[src/rtl/neuron_scan_ctrl.sv]
// neuron_scan_ctrl: per-time-step scan sequencer around the combinational
// neuron update block. It walks every neuron (READ then EVAL), writes each new
// potential back, and queues the index of each firing neuron in a
// first-word-fall-through spike FIFO.
// Optional build macro SPIKE_COUNT_EN adds spike_count_o, the number of spikes
// pushed during the most recently completed time step.
module neuron_scan_ctrl #(
  parameter int NUM_NEURONS       = 256,
  parameter int NEURON_ADDR_WIDTH = 8,
  parameter int POTENTIAL_WIDTH   = 9,
  parameter int SPIKE_FIFO_DEPTH  = 16
) (
  input  logic                         clk_i,
  input  logic                         rst_i,
  input  logic                         tick_i,
  output logic                         busy_o,
  output logic                         done_o,
  output logic                         tick_overrun_o,
  output logic [NEURON_ADDR_WIDTH-1:0] neuron_addr_o,
  output logic                         mem_rd_en_o,
  input  logic [POTENTIAL_WIDTH-1:0]   nb_write_potential_i,
  input  logic                         nb_spike_i,
  output logic                         pot_we_o,
  output logic [NEURON_ADDR_WIDTH-1:0] pot_waddr_o,
  output logic [POTENTIAL_WIDTH-1:0]   pot_wdata_o,
  output logic                         spike_valid_o,
  output logic [NEURON_ADDR_WIDTH-1:0] spike_id_o,
  input  logic                         spike_ready_i
`ifdef SPIKE_COUNT_EN
  ,
  output logic [NEURON_ADDR_WIDTH:0]   spike_count_o
`endif
);

  localparam int PTR_W = $clog2(SPIKE_FIFO_DEPTH);
  localparam int CNT_W = PTR_W + 1;

  typedef enum logic [1:0] {IDLE, READ, EVAL, DONE} state_t;

  state_t                       state;
  state_t                       next_state;
  logic [NEURON_ADDR_WIDTH-1:0] counter;
  logic                         last_neuron;
  logic                         fifo_full;
  logic                         fifo_nonempty;
  logic                         commit;
  logic                         push;
  logic                         pop;
  logic [NEURON_ADDR_WIDTH-1:0] fifo_mem [SPIKE_FIFO_DEPTH];
  logic [PTR_W-1:0]             wr_ptr;
  logic [PTR_W-1:0]             rd_ptr;
  logic [CNT_W-1:0]             fifo_count;

  // A spiking neuron may only commit when its index can be enqueued, so the
  // write-back and the push always happen together.
  assign last_neuron   = (counter == NEURON_ADDR_WIDTH'(NUM_NEURONS - 1));
  assign fifo_full     = (fifo_count == CNT_W'(SPIKE_FIFO_DEPTH));
  assign fifo_nonempty = (fifo_count != '0);
  assign commit        = (state == EVAL) && !(nb_spike_i && fifo_full);
  assign push          = commit && nb_spike_i;
  assign pop           = fifo_nonempty && spike_ready_i;

  // State register; reset aborts any scan in flight.
  always_ff @(posedge clk_i or posedge rst_i) begin
    if (rst_i) state <= IDLE;
    else       state <= next_state;
  end

  // Next-state logic: EVAL holds while the FIFO blocks a spiking neuron.
  always_comb begin
    next_state = state;
    case (state)
      IDLE: if (tick_i) next_state = READ;
      READ: next_state = EVAL;
      EVAL: if (commit) next_state = last_neuron ? DONE : READ;
      DONE: next_state = IDLE;
      default: next_state = IDLE;
    endcase
  end

  // Output decode; address and write-back fields are zero outside their phases.
  always_comb begin
    busy_o        = (state != IDLE);
    done_o        = (state == DONE);
    mem_rd_en_o   = (state == READ);
    neuron_addr_o = '0;
    pot_we_o      = 1'b0;
    pot_waddr_o   = '0;
    pot_wdata_o   = '0;
    spike_valid_o = fifo_nonempty;
    spike_id_o    = fifo_nonempty ? fifo_mem[rd_ptr] : '0;
    if (state == READ || state == EVAL) neuron_addr_o = counter;
    if (commit) begin
      pot_we_o    = 1'b1;
      pot_waddr_o = counter;
      pot_wdata_o = nb_write_potential_i;
    end
  end

  // Neuron index: cleared on tick acceptance, advanced after each commit.
  always_ff @(posedge clk_i or posedge rst_i) begin
    if (rst_i) begin
      counter <= '0;
    end else if (state == IDLE && tick_i) begin
      counter <= '0;
    end else if (commit && !last_neuron) begin
      counter <= counter + NEURON_ADDR_WIDTH'(1);
    end
  end

  // Sticky flag for ticks that arrive while a step is still running.
  always_ff @(posedge clk_i or posedge rst_i) begin
    if (rst_i)                         tick_overrun_o <= 1'b0;
    else if (tick_i && state != IDLE)  tick_overrun_o <= 1'b1;
  end

  // FIFO storage needs no reset; the head is masked while the FIFO is empty.
  always_ff @(posedge clk_i) begin
    if (push) fifo_mem[wr_ptr] <= counter;
  end

  // FIFO pointers and occupancy; pointers wrap naturally at the depth.
  always_ff @(posedge clk_i or posedge rst_i) begin
    if (rst_i) begin
      wr_ptr     <= '0;
      rd_ptr     <= '0;
      fifo_count <= '0;
    end else begin
      if (push) wr_ptr <= wr_ptr + PTR_W'(1);
      if (pop)  rd_ptr <= rd_ptr + PTR_W'(1);
      if (push && !pop)      fifo_count <= fifo_count + CNT_W'(1);
      else if (pop && !push) fifo_count <= fifo_count - CNT_W'(1);
    end
  end

`ifdef SPIKE_COUNT_EN
  logic [NEURON_ADDR_WIDTH:0] step_count;

  // Per-step spike tally, published to spike_count_o in the DONE cycle.
  always_ff @(posedge clk_i or posedge rst_i) begin
    if (rst_i) begin
      step_count    <= '0;
      spike_count_o <= '0;
    end else begin
      if (state == IDLE && tick_i) step_count <= '0;
      else if (push)               step_count <= step_count + (NEURON_ADDR_WIDTH+1)'(1);
      if (state == DONE)           spike_count_o <= step_count;
    end
  end
`endif

endmodule

[config.mk]
export PLATFORM = sky130hd
export DESIGN_NAME = neuron_scan_ctrl
export DESIGN_NICKNAME = d
export VERILOG_FILES = /design/src/rtl/neuron_scan_ctrl.sv
export SDC_FILE = /design/constraint.sdc
export NUM_CORES = 1
export LEC_CHECK = 0
export CAP_MARGIN = 15
export CORE_MARGIN = 2
export CORE_UTILIZATION = 32
export CTS_BUF_LIST = sky130_fd_sc_hd__clkbuf_16
export DETAILED_ROUTE_END_ITERATION = 6
export DONT_BUFFER_PORTS = 1
export PLACE_DENSITY = 0.46
export SLEW_MARGIN = 20
export SYNTH_ARGS = -nofsm -noshare
export SYNTH_HDL_FRONTEND = slang
export SYNTH_SLANG_ARGS = --single-unit
[constraint.sdc]
create_clock -name clk_i -period 3.1 [get_ports clk_i]
set_clock_uncertainty 0.05 [all_clocks]
set_input_delay 0.62 -clock clk_i [delete_from_list [all_inputs] [get_ports clk_i]]
set_output_delay 0.62 -clock clk_i [all_outputs]
set_load 0.1 [all_outputs]
==> flow_metrics.tcl, run 1 <==
set metrics [dict create \
    ys_seq_area_share_pct 67.0 \
    p_sw_mw 3.52 \
    p_leak_nw 2.93 \
    grt_pass1_wl_mm 22.8 \
    avgSynthCellArea_um2 16.8 \
    cts_buffer_depth 2 \
    synth.top_cell.area_share_pct 57.9 \
    finalHoldViolations 0 \
    fin_nets 481 \
    hold_path_class "in2async" \
    drt_iter0_markers 218 \
    port_buffers 0 \
    final_util_pct 40.8 \
    power.internal_mw 4.95 \
    crit_path_cell_trace "buf_12 > mux4_2 > mux2_2 > o21ai_0 > a21oi_2 > buf_12" \
    synthArstFlopShare_pct 15.8 \
    die_h_um 148 \
    fin_area_mm2 0.00827 \
    synth_top_family_by_area "multiplexers" \
    gp_congestion 0.752 \
    critical-path-max-stage-delay_ns 0.52 \
    cts_made_buffers 17 \
    final_antenna_net_count 0 \
    synth-seq-cells 152 \
    grt_max_degree 32 \
    critPathMostFrequentCell "buf_12" \
    rsz0062_at_grt "true" \
    synth-xor-area-share_pct 1.19 \
    timing.final.max_slew_violations 0 \
    drv_cap 0 \
    vias_per_cell 4.91 \
    crit_required_ns 2.43 \
    fin_crit_ns 3.01 \
    cts_hold_buffers 0 \
    syn_area_mm2 0.00663 \
    synth_area_leaders "edfxtp_1, mux4_2, dfrtp_1" \
    cp-end-kind "output pin" \
    cts-htree-levels 4 \
    synth_cell_types 47 \
    grt_pass1_vias 3754 \
    dieWidth_um 148 \
    io_pins 53 \
    synth_commonest_cells "edfxtp_1, mux4_2, and2_1, dfrtp_1, ha_1" \
    yosysMostFrequentCell "edfxtp_1" \
    cp.arrival_ns 2.34 \
    layout-drive-gt1-share_pct 32.5 \
    yosys_warnings 0 \
    crit_start "rd_ptr[1]$_DFFE_PP0P_" \
    hpwl_mm 9.49 \
    synth.mux.area_fraction_pct 14.1 \
    synth_adder_area_share_pct 3.13 \
    n_antenna_cell 0 \
    synth_compound_area_share_pct 4.30 \
    setup_violations 0 \
    power_frac_seq_pct 30.6 \
    fin_crit_sh_pct 97.0 \
    status "complete, no violations" \
    max_clock_freq_mhz 333 \
    route.detailed.drc 0 \
    cts.clk_slew.worst_paths_ns 0.07 \
    clock_latency_ns 0.41 \
    routed_wl_mm 14.7 \
    synth_nets 426 \
    track_usage_pct 14.1 \
    synth_edf_count 128 \
    root_buffer "clkbuf_16" \
    worst_pin_slew_ns 0.963 \
    r2r-start "fifo_count[0]$_DFFE_PP0P_" \
    clock-sinks 152 \
    rows 52 \
    area_growth_syn_to_layout_pct 24.7 \
    vias 3602 \
    power_per_cell_area_mw_per_mm2 1020 \
    cp-start-kind "flip-flop" \
    slowest_stage "mux4_2" \
    tritoncts "yes" \
    synth-simple-area-share_pct 8.07 \
    synth_top_cell_by_area "edfxtp_1" \
    wire_per_inst_um 20.0 \
    p_comb_share_pct 46.3 \
    holdWs_ns 0.140 \
    vdd_ir_drop_max_uv 459 \
    overflow 0 \
    dieArea_mm2 0.0219 \
    critPathKind "reg2out" \
    netSwitchingFraction_pct 41.5 \
    path_max_fanout 9 \
    place_area_mm2 0.00761 \
    antenna_found_initial 0 \
    core_mm2 0.0203 \
    slew_headroom_pct 35.4 \
    dr.pass1.iters 4 \
    clock_power_share_pct 23.2 \
    ys.flop_type "edfxtp_1" \
    start_util_pct 32.7 \
    syn_inst 396 \
]
==> what timing repair did <==
action	in CTS	in global routing
endpoints found under the setup margin	8	14
buffers inserted	1	3
gates cloned	0	1
resized for setup	5	9
==> power by group through the flow <==
stage          logic, mW  registers (mW)  clock network (mW)
6_report            3.92            2.59                1.96
5_1_grt             4.15            2.62                2.10
4_1_cts             3.91            2.59                2.01
3_5_place_dp        3.82            2.67                   0
3_3_place_gp        3.81            2.65                   0
2_1_floorplan       2.74            2.53                   0
==> state kept, by name, indices dropped and copies added (netlist names) <==
signal	cells
state	2
rd_ptr	4
fifo_mem	128
counter	8
fifo_count	5
tick_overrun_o	1
wr_ptr	4
==> layout make-up <==
cell class,instances,area [um2]
fill,1864,12000
tap,270,338
multi-input combinational,211,2090
timing repair buffer,57,791
sequential,152,4450
clock inverter,15,139
inverter,12,45.0
clock buffer,17,425
==> kinds of logic (layout without fill, tap and decap cells) <==
| kind of cell | Yosys count | count (layout) |
|---|---|---|
| xor+xnor | 9 | 9 |
| fa+ha+maj | 16 | 16 |
| simple gates | 90 | 90 |
| flops | 152 | 152 |
| buf+inv | 33 | 101 |
| compound gates | 44 | 44 |
| mux | 52 | 52 |
==> routing by layer <==
| layer | vias up | share of wire (%) | GRT usage [%] |
|---|---|---|---|
| li1 | 1665 | - | - |
| met1 | 1875 | 46 | 19.1 |
| met2 | 54 | 49 | 22.8 |
| met3 | 8 | 3.9 | 3.40 |
| met4 | 0 | 1.3 | 4.14 |
| met5 | - | 0 | 0 |
==> per-stage QoR <==
step	power, mW	std cells	setup TNS, ns	setup WS (ns)
6_report	8.47	734	0	0.0940
3_3_place_gp	6.46	697	0	0.109
3_5_place_dp	6.49	697	0	0.0283
4_1_cts	8.50	730	0	0.00252
5_1_grt	8.87	734	-0.0148	-0.00997
2_1_floorplan	5.27	396	0	0.105
==> critical path, delay by kind of cell (launching register included) <==
family          cells  cell delay [ns]
buf+inv             2             0.36
compound gates      2             0.38
flops               1             0.37
mux                 2             0.81
==> cell usage in the layout, fill, tap and decap left out, drive strengths merged, types with 2 or more instances in the layout <==
master	Yosys	final
edfxtp	128	128
clkinv	0	6
a21oi	14	14
and3	9	9
nor3	5	5
ha	15	15
mux4	32	32
xor2	2	2
mux2	10	10
inv	12	21
or4	4	4
and2	28	28
and4	8	8
mux2i	10	10
a31oi	2	2
nand2	12	12
nor2b	4	4
buf	13	56
o21ai	15	15
nand3	8	8
dfrtp	24	24
o31ai	2	2
xnor2	7	7
o211a	2	2
nand4	3	3
clkbuf	8	18
nor2	5	5
==> path summary, 6_finish.rpt <==
path                                              end  slack (ns)  depth (start not counted)
setup / recovery                        spike_id_o[0]        0.09                          6
hold / removal             tick_overrun_o$_DFFE_PP0P_        0.14                          1
setup reg to reg            fifo_count[4]$_DFFE_PP0P_        0.17                         12
hold reg to reg                 rd_ptr[3]$_DFFE_PP0P_        0.44                          1
max in group asynchronous       rd_ptr[1]$_DFFE_PP0P_        2.37                          1
min in group clk_i         tick_overrun_o$_DFFE_PP0P_        0.27                          1
(Power assumes the default switching activity.)
==> inputs of run 2 (changes only) <==
SETUP_SLACK_MARGIN = 0.15   (was default)
==> flow_metrics.tcl, run 2 (synthesis results as in run 1) <==
set metrics [dict create \
    status "complete, no violations" \
    vias 3576 \
    routed_wl_mm 14.6 \
    crit_required_ns 2.43 \
    wire_per_inst_um 20.0 \
    clock_latency_ns 0.42 \
    dr.pass1.iters 4 \
    most-common-layout-cells "edfxtp_1, mux4_2, and2_1, buf_12, buf_4" \
    setup_violations 0 \
    final_util_pct 40.6 \
    fin_crit_ns 2.99 \
    grt_pass1_wl_mm 22.6 \
    die_h_um 148 \
    r2r-start "fifo_count[1]$_DFFE_PP0P_" \
    clock-sinks 152 \
    rsz0062_at_grt "true" \
    timing.final.max_slew_violations 0 \
    antenna_found_initial 0 \
    n_antenna_cell 0 \
    cts_buffer_depth 2 \
    top_register "fifo_mem" \
    slew_headroom_pct 33.7 \
    core_mm2 0.0203 \
    cts.clk_slew.worst_paths_ns 0.06 \
    holdCritStartpoint "tick_i" \
    cp-end-kind "output pin" \
    tns_ns 0 \
    p_leak_nw 2.90 \
    placed_cells 693 \
    min_path_cells 1 \
    vias_per_cell 4.90 \
    hold_path_class "in2reg" \
    top_regs "fifo_mem x128, counter x8, fifo_count x5" \
    vdd_ir_drop_max_uv 475 \
    dieArea_mm2 0.0219 \
    dieWidth_um 148 \
    cts-htree-levels 4 \
    area_growth_syn_to_layout_pct 24.4 \
    drv_cap 0 \
    path_max_fanout 17 \
    fin_area_mm2 0.00825 \
    final_cells 730 \
    fin_nets 477 \
    root_buffer "clkbuf_16" \
    largest_reg_flops 128 \
    hpwl_mm 9.26 \
    grt_max_degree 32 \
    track_usage_pct 14.1 \
    tritoncts "yes" \
    fillerInstances 1875 \
    power_per_cell_area_mw_per_mm2 1030 \
    start_util_pct 32.7 \
    cts_made_buffers 17 \
    grt_pass1_vias 3730 \
    port_buffers 0 \
    overflow 0 \
    layout-drive-gt1-share_pct 32.0 \
    layout_commonest_cell "edfxtp_1" \
    gp_congestion 0.801 \
    cts_hold_buffers 0 \
    place_area_mm2 0.00758 \
    hold_end "tick_overrun_o$_DFFE_PP0P_" \
    cp.arrival_ns 2.32 \
    finalPower_mw 8.48 \
    rows 52 \
    rr_endpoint "fifo_count[4]$_DFFE_PP0P_" \
    io_pins 53 \
    cp-start-kind "flip-flop" \
    rrSetupSlack_ns 0.22 \
    fin_crit_sh_pct 96.5 \
    final_antenna_net_count 0 \
    drt_iter0_markers 202 \
    route.detailed.drc 0 \
    critPathKind "reg2out" \
    reg2regPathDepth 12 \
    finalHoldViolations 0 \
    worst_pin_slew_ns 0.993 \
    max_clock_freq_mhz 334 \
]
-- run 2: power by group --
part | internal, mW | switching [mW]
clock network | 1.19 | 0.830
registers | 2.39 | 0.196
logic | 1.47 | 2.41
-- run 2: layout make-up --
cell class	count	area (um2)	share of cell area [%]
flip-flops and latches	152	4450	53.9
multi-input cells	211	2110	25.5
repair buffers	53	736	8.92
clock buffers	17	425	5.16
well taps	270	338	4.09
clock inverters	15	153	1.85
inverters	12	47.5	0.576
-- run 2: metrics by stage --
stage	hold WS [ns]	setup WS [ns]
2_1_floorplan	0.409	0.154
3_3_place_gp	0.419	0.124
3_5_place_dp	0.431	0.0672
4_1_cts	0.249	0.0552
5_1_grt	0.250	0.0262
6_report	0.264	0.109
-- run 2: how the worst max path moves through the flow --
stage	start	to	slack [ns]
finish	rd_ptr[1]$_DFFE_PP0P_	spike_id_o[5]	0.11
global route	rd_ptr[1]$_DFFE_PP0P_	spike_id_o[5]	0.03
CTS	rd_ptr[1]$_DFFE_PP0P_	spike_id_o[6]	0.06
detailed placement	fifo_count[1]$_DFFE_PP0P_	fifo_count[4]$_DFFE_PP0P_	0.07
global placement	fifo_count[1]$_DFFE_PP0P_	fifo_count[4]$_DFFE_PP0P_	0.12
floorplan	fifo_count[0]$_DFFE_PP0P_	fifo_count[4]$_DFFE_PP0P_	0.15
-- run 2: what timing repair did --
action                                  CTS  global route
endpoints found under the setup margin   26            26
pin swaps                                 0             4
gates resized for setup                  11             9
setup buffers                             2             3
-- run 2: per-layer routing --
metal | wire length [um] | GRT usage (%)
met1 | 6310 | 18.5
met2 | 7340 | 23.1
met3 | 717 | 2.99
met4 | 254 | 5.33
met5 | 0 | 0
-- run 2: worst max-delay path, stage by stage (launching register included) --
cell and delay, ns:
dfrtp_2 0.38, buf_12 0.18, mux4_2 0.56, mux2_2 0.30, o21ai_1 0.17, a21oi_2 0.07, buf_12 0.21
==> inputs of run 3 (changes only) <==
PLACE_DENSITY = 0.45   (was 0.46)
clock period = 3 ns   (was 3.1 ns; I/O delays follow)
==> flow_metrics.tcl, run 3 (synthesis results as in run 1) <==
set metrics [dict create \
    clock-sinks 152 \
    final_antenna_net_count 0 \
    cts-htree-levels 4 \
    start_util_pct 32.7 \
    grt_use_met1_pct 18.0 \
    overflow 0 \
    grt_pass1_vias 3927 \
    crit_required_ns 2.35 \
    grt_busiest_layer "met2" \
    fin_crit_ns 3.01 \
    grt_pass1_wl_mm 23.7 \
    cp.arrival_ns 2.36 \
    die_h_um 148 \
    rrSetupSlack_ns 0.25 \
    gp_congestion 0.768 \
    critPathKind "reg2out" \
    tritoncts "yes" \
    drt_iter0_markers 150 \
    cts_buffer_depth 2 \
    r2r-start "fifo_count[1]$_DFFE_PP0P_" \
    grt_max_degree 25 \
    rr_endpoint "fifo_count[4]$_DFFE_PP0P_" \
    setup_violations 1 \
    top_register "fifo_mem" \
    gr-usage-met2_pct 26.0 \
    finalHoldViolations 0 \
    most-common-layout-cells "edfxtp_1, buf_4, mux4_2, dfrtp_1, buf_12" \
    hpwl_mm 9.42 \
    p_leak_nw 3.07 \
    crit_path_end "spike_id_o[6]" \
    io_pins 53 \
    fin_ws_ns -0.00923 \
    power_per_cell_area_mw_per_mm2 1100 \
    route.detailed.drc 0 \
    cp-end-kind "output pin" \
    cts_made_buffers 17 \
    dr.pass1.iters 4 \
    grtUsageMet3_pct 2.87 \
    clock_latency_ns 0.42 \
    violations "negative setup slack" \
    vias 3663 \
    drv_cap 0 \
    cp-start-kind "flip-flop" \
    area_growth_syn_to_layout_pct 29.2 \
    status "finished with violations" \
    port_buffers 0 \
    largest_reg_flops 128 \
    track_usage_pct 14.7 \
    fin_crit_sh_pct 100 \
    place_area_mm2 0.00755 \
    reg2regPathDepth 10 \
    fin_area_mm2 0.00857 \
    finalPower_mw 9.44 \
    fin_nets 492 \
    cts.clk_slew.worst_paths_ns 0.06 \
    worst_pin_slew_ns 0.895 \
    slew_headroom_pct 40.4 \
    vdd_ir_drop_max_uv 523 \
    antenna_found_initial 0 \
    core_mm2 0.0203 \
    routed_wl_mm 15.1 \
    dieWidth_um 148 \
    layout_commonest_cell "edfxtp_1" \
    hold_path_class "in2async" \
    root_buffer "clkbuf_16" \
    max_clock_freq_mhz 332 \
    path_max_fanout 8 \
    n_antenna_cell 0 \
    layout-drive-gt1-share_pct 39.8 \
    wire_per_inst_um 20.3 \
    rsz0062_at_grt "true" \
    top_regs "fifo_mem x128, counter x8, fifo_count x5" \
    timing.final.max_slew_violations 0 \
    vias_per_cell 4.92 \
    dieArea_mm2 0.0219 \
    crit_start "rd_ptr[1]$_DFFE_PP0P_" \
    rows 52 \
]
==> run 3: area by class of cell <==
cell class | count | area, um2
multi-input combinational | 211 | 2280
clock inverter | 15 | 175
fill | 1832 | 11700
inverter | 12 | 50.0
clock buffer | 17 | 425
tap | 270 | 338
sequential | 152 | 4450
timing repair buffer | 68 | 856
==> run 3: worst min-delay path by stage <==
| stage | depth (start not counted) | endpoint | from | slack, ns |
|---|---|---|---|---|
| floorplan | 1 | wr_ptr[2]$_DFFE_PP0P_ | wr_ptr[2]$_DFFE_PP0P_ | 0.41 |
| global placement | 1 | wr_ptr[2]$_DFFE_PP0P_ | wr_ptr[2]$_DFFE_PP0P_ | 0.43 |
| detailed placement | 1 | wr_ptr[2]$_DFFE_PP0P_ | wr_ptr[2]$_DFFE_PP0P_ | 0.44 |
| CTS | 2 | tick_overrun_o$_DFFE_PP0P_ | rst_i | 0.08 |
| global route | 2 | tick_overrun_o$_DFFE_PP0P_ | rst_i | 0.09 |
| finish | 2 | counter[5]$_DFFE_PP0P_ | rst_i | 0.08 |
==> run 3: metal layers <==
metal	up-vias	wire length, um
met3	15	480
met1	1897	6320
met4	0	233
met5	-	0
met2	64	8100
li1	1687	-
==> run 3: metrics by stage <==
stage | hold WS, ns | std cells | setup WS, ns | util (%) | TNS (ns)
after floorplan | 0.409 | 396 | 0.149 | - | 0
after global placement | 0.430 | 692 | 0.121 | 37.2 | 0
after detailed placement | 0.442 | 692 | 0.0459 | 37.2 | 0
after CTS | 0.0797 | 737 | -0.0252 | 41.6 | -0.0522
after global routing | 0.0917 | 745 | -0.0778 | 42.2 | -0.283
final | 0.0779 | 745 | -0.00923 | 42.2 | -0.00923
==> run 3: power breakdown <==
part	internal (mW)	switching [mW]	total (mW)
Sequential	2.47	0.209	2.67
Combinational	1.91	2.71	4.62
Clock	1.31	0.840	2.15
Total	5.69	3.76	9.44
==> run 3: timing repair <==
item,4_1_cts,5_1_grt
hold buffers,0,0
gates cloned,4,0
setup buffers,9,8
pin swaps,11,10
endpoints found under the setup margin,26,26
resized for setup,48,11
==> run 3: critical path, stage by stage (launching register included) <==
cell,delay [ns]
dfrtp_2,0.41
buf_12,0.12
buf_16,0.13
mux4_2,0.49
mux2_4,0.29
o21ai_4,0.15
buf_6,0.13
a21oi_4,0.03
buf_12,0.17
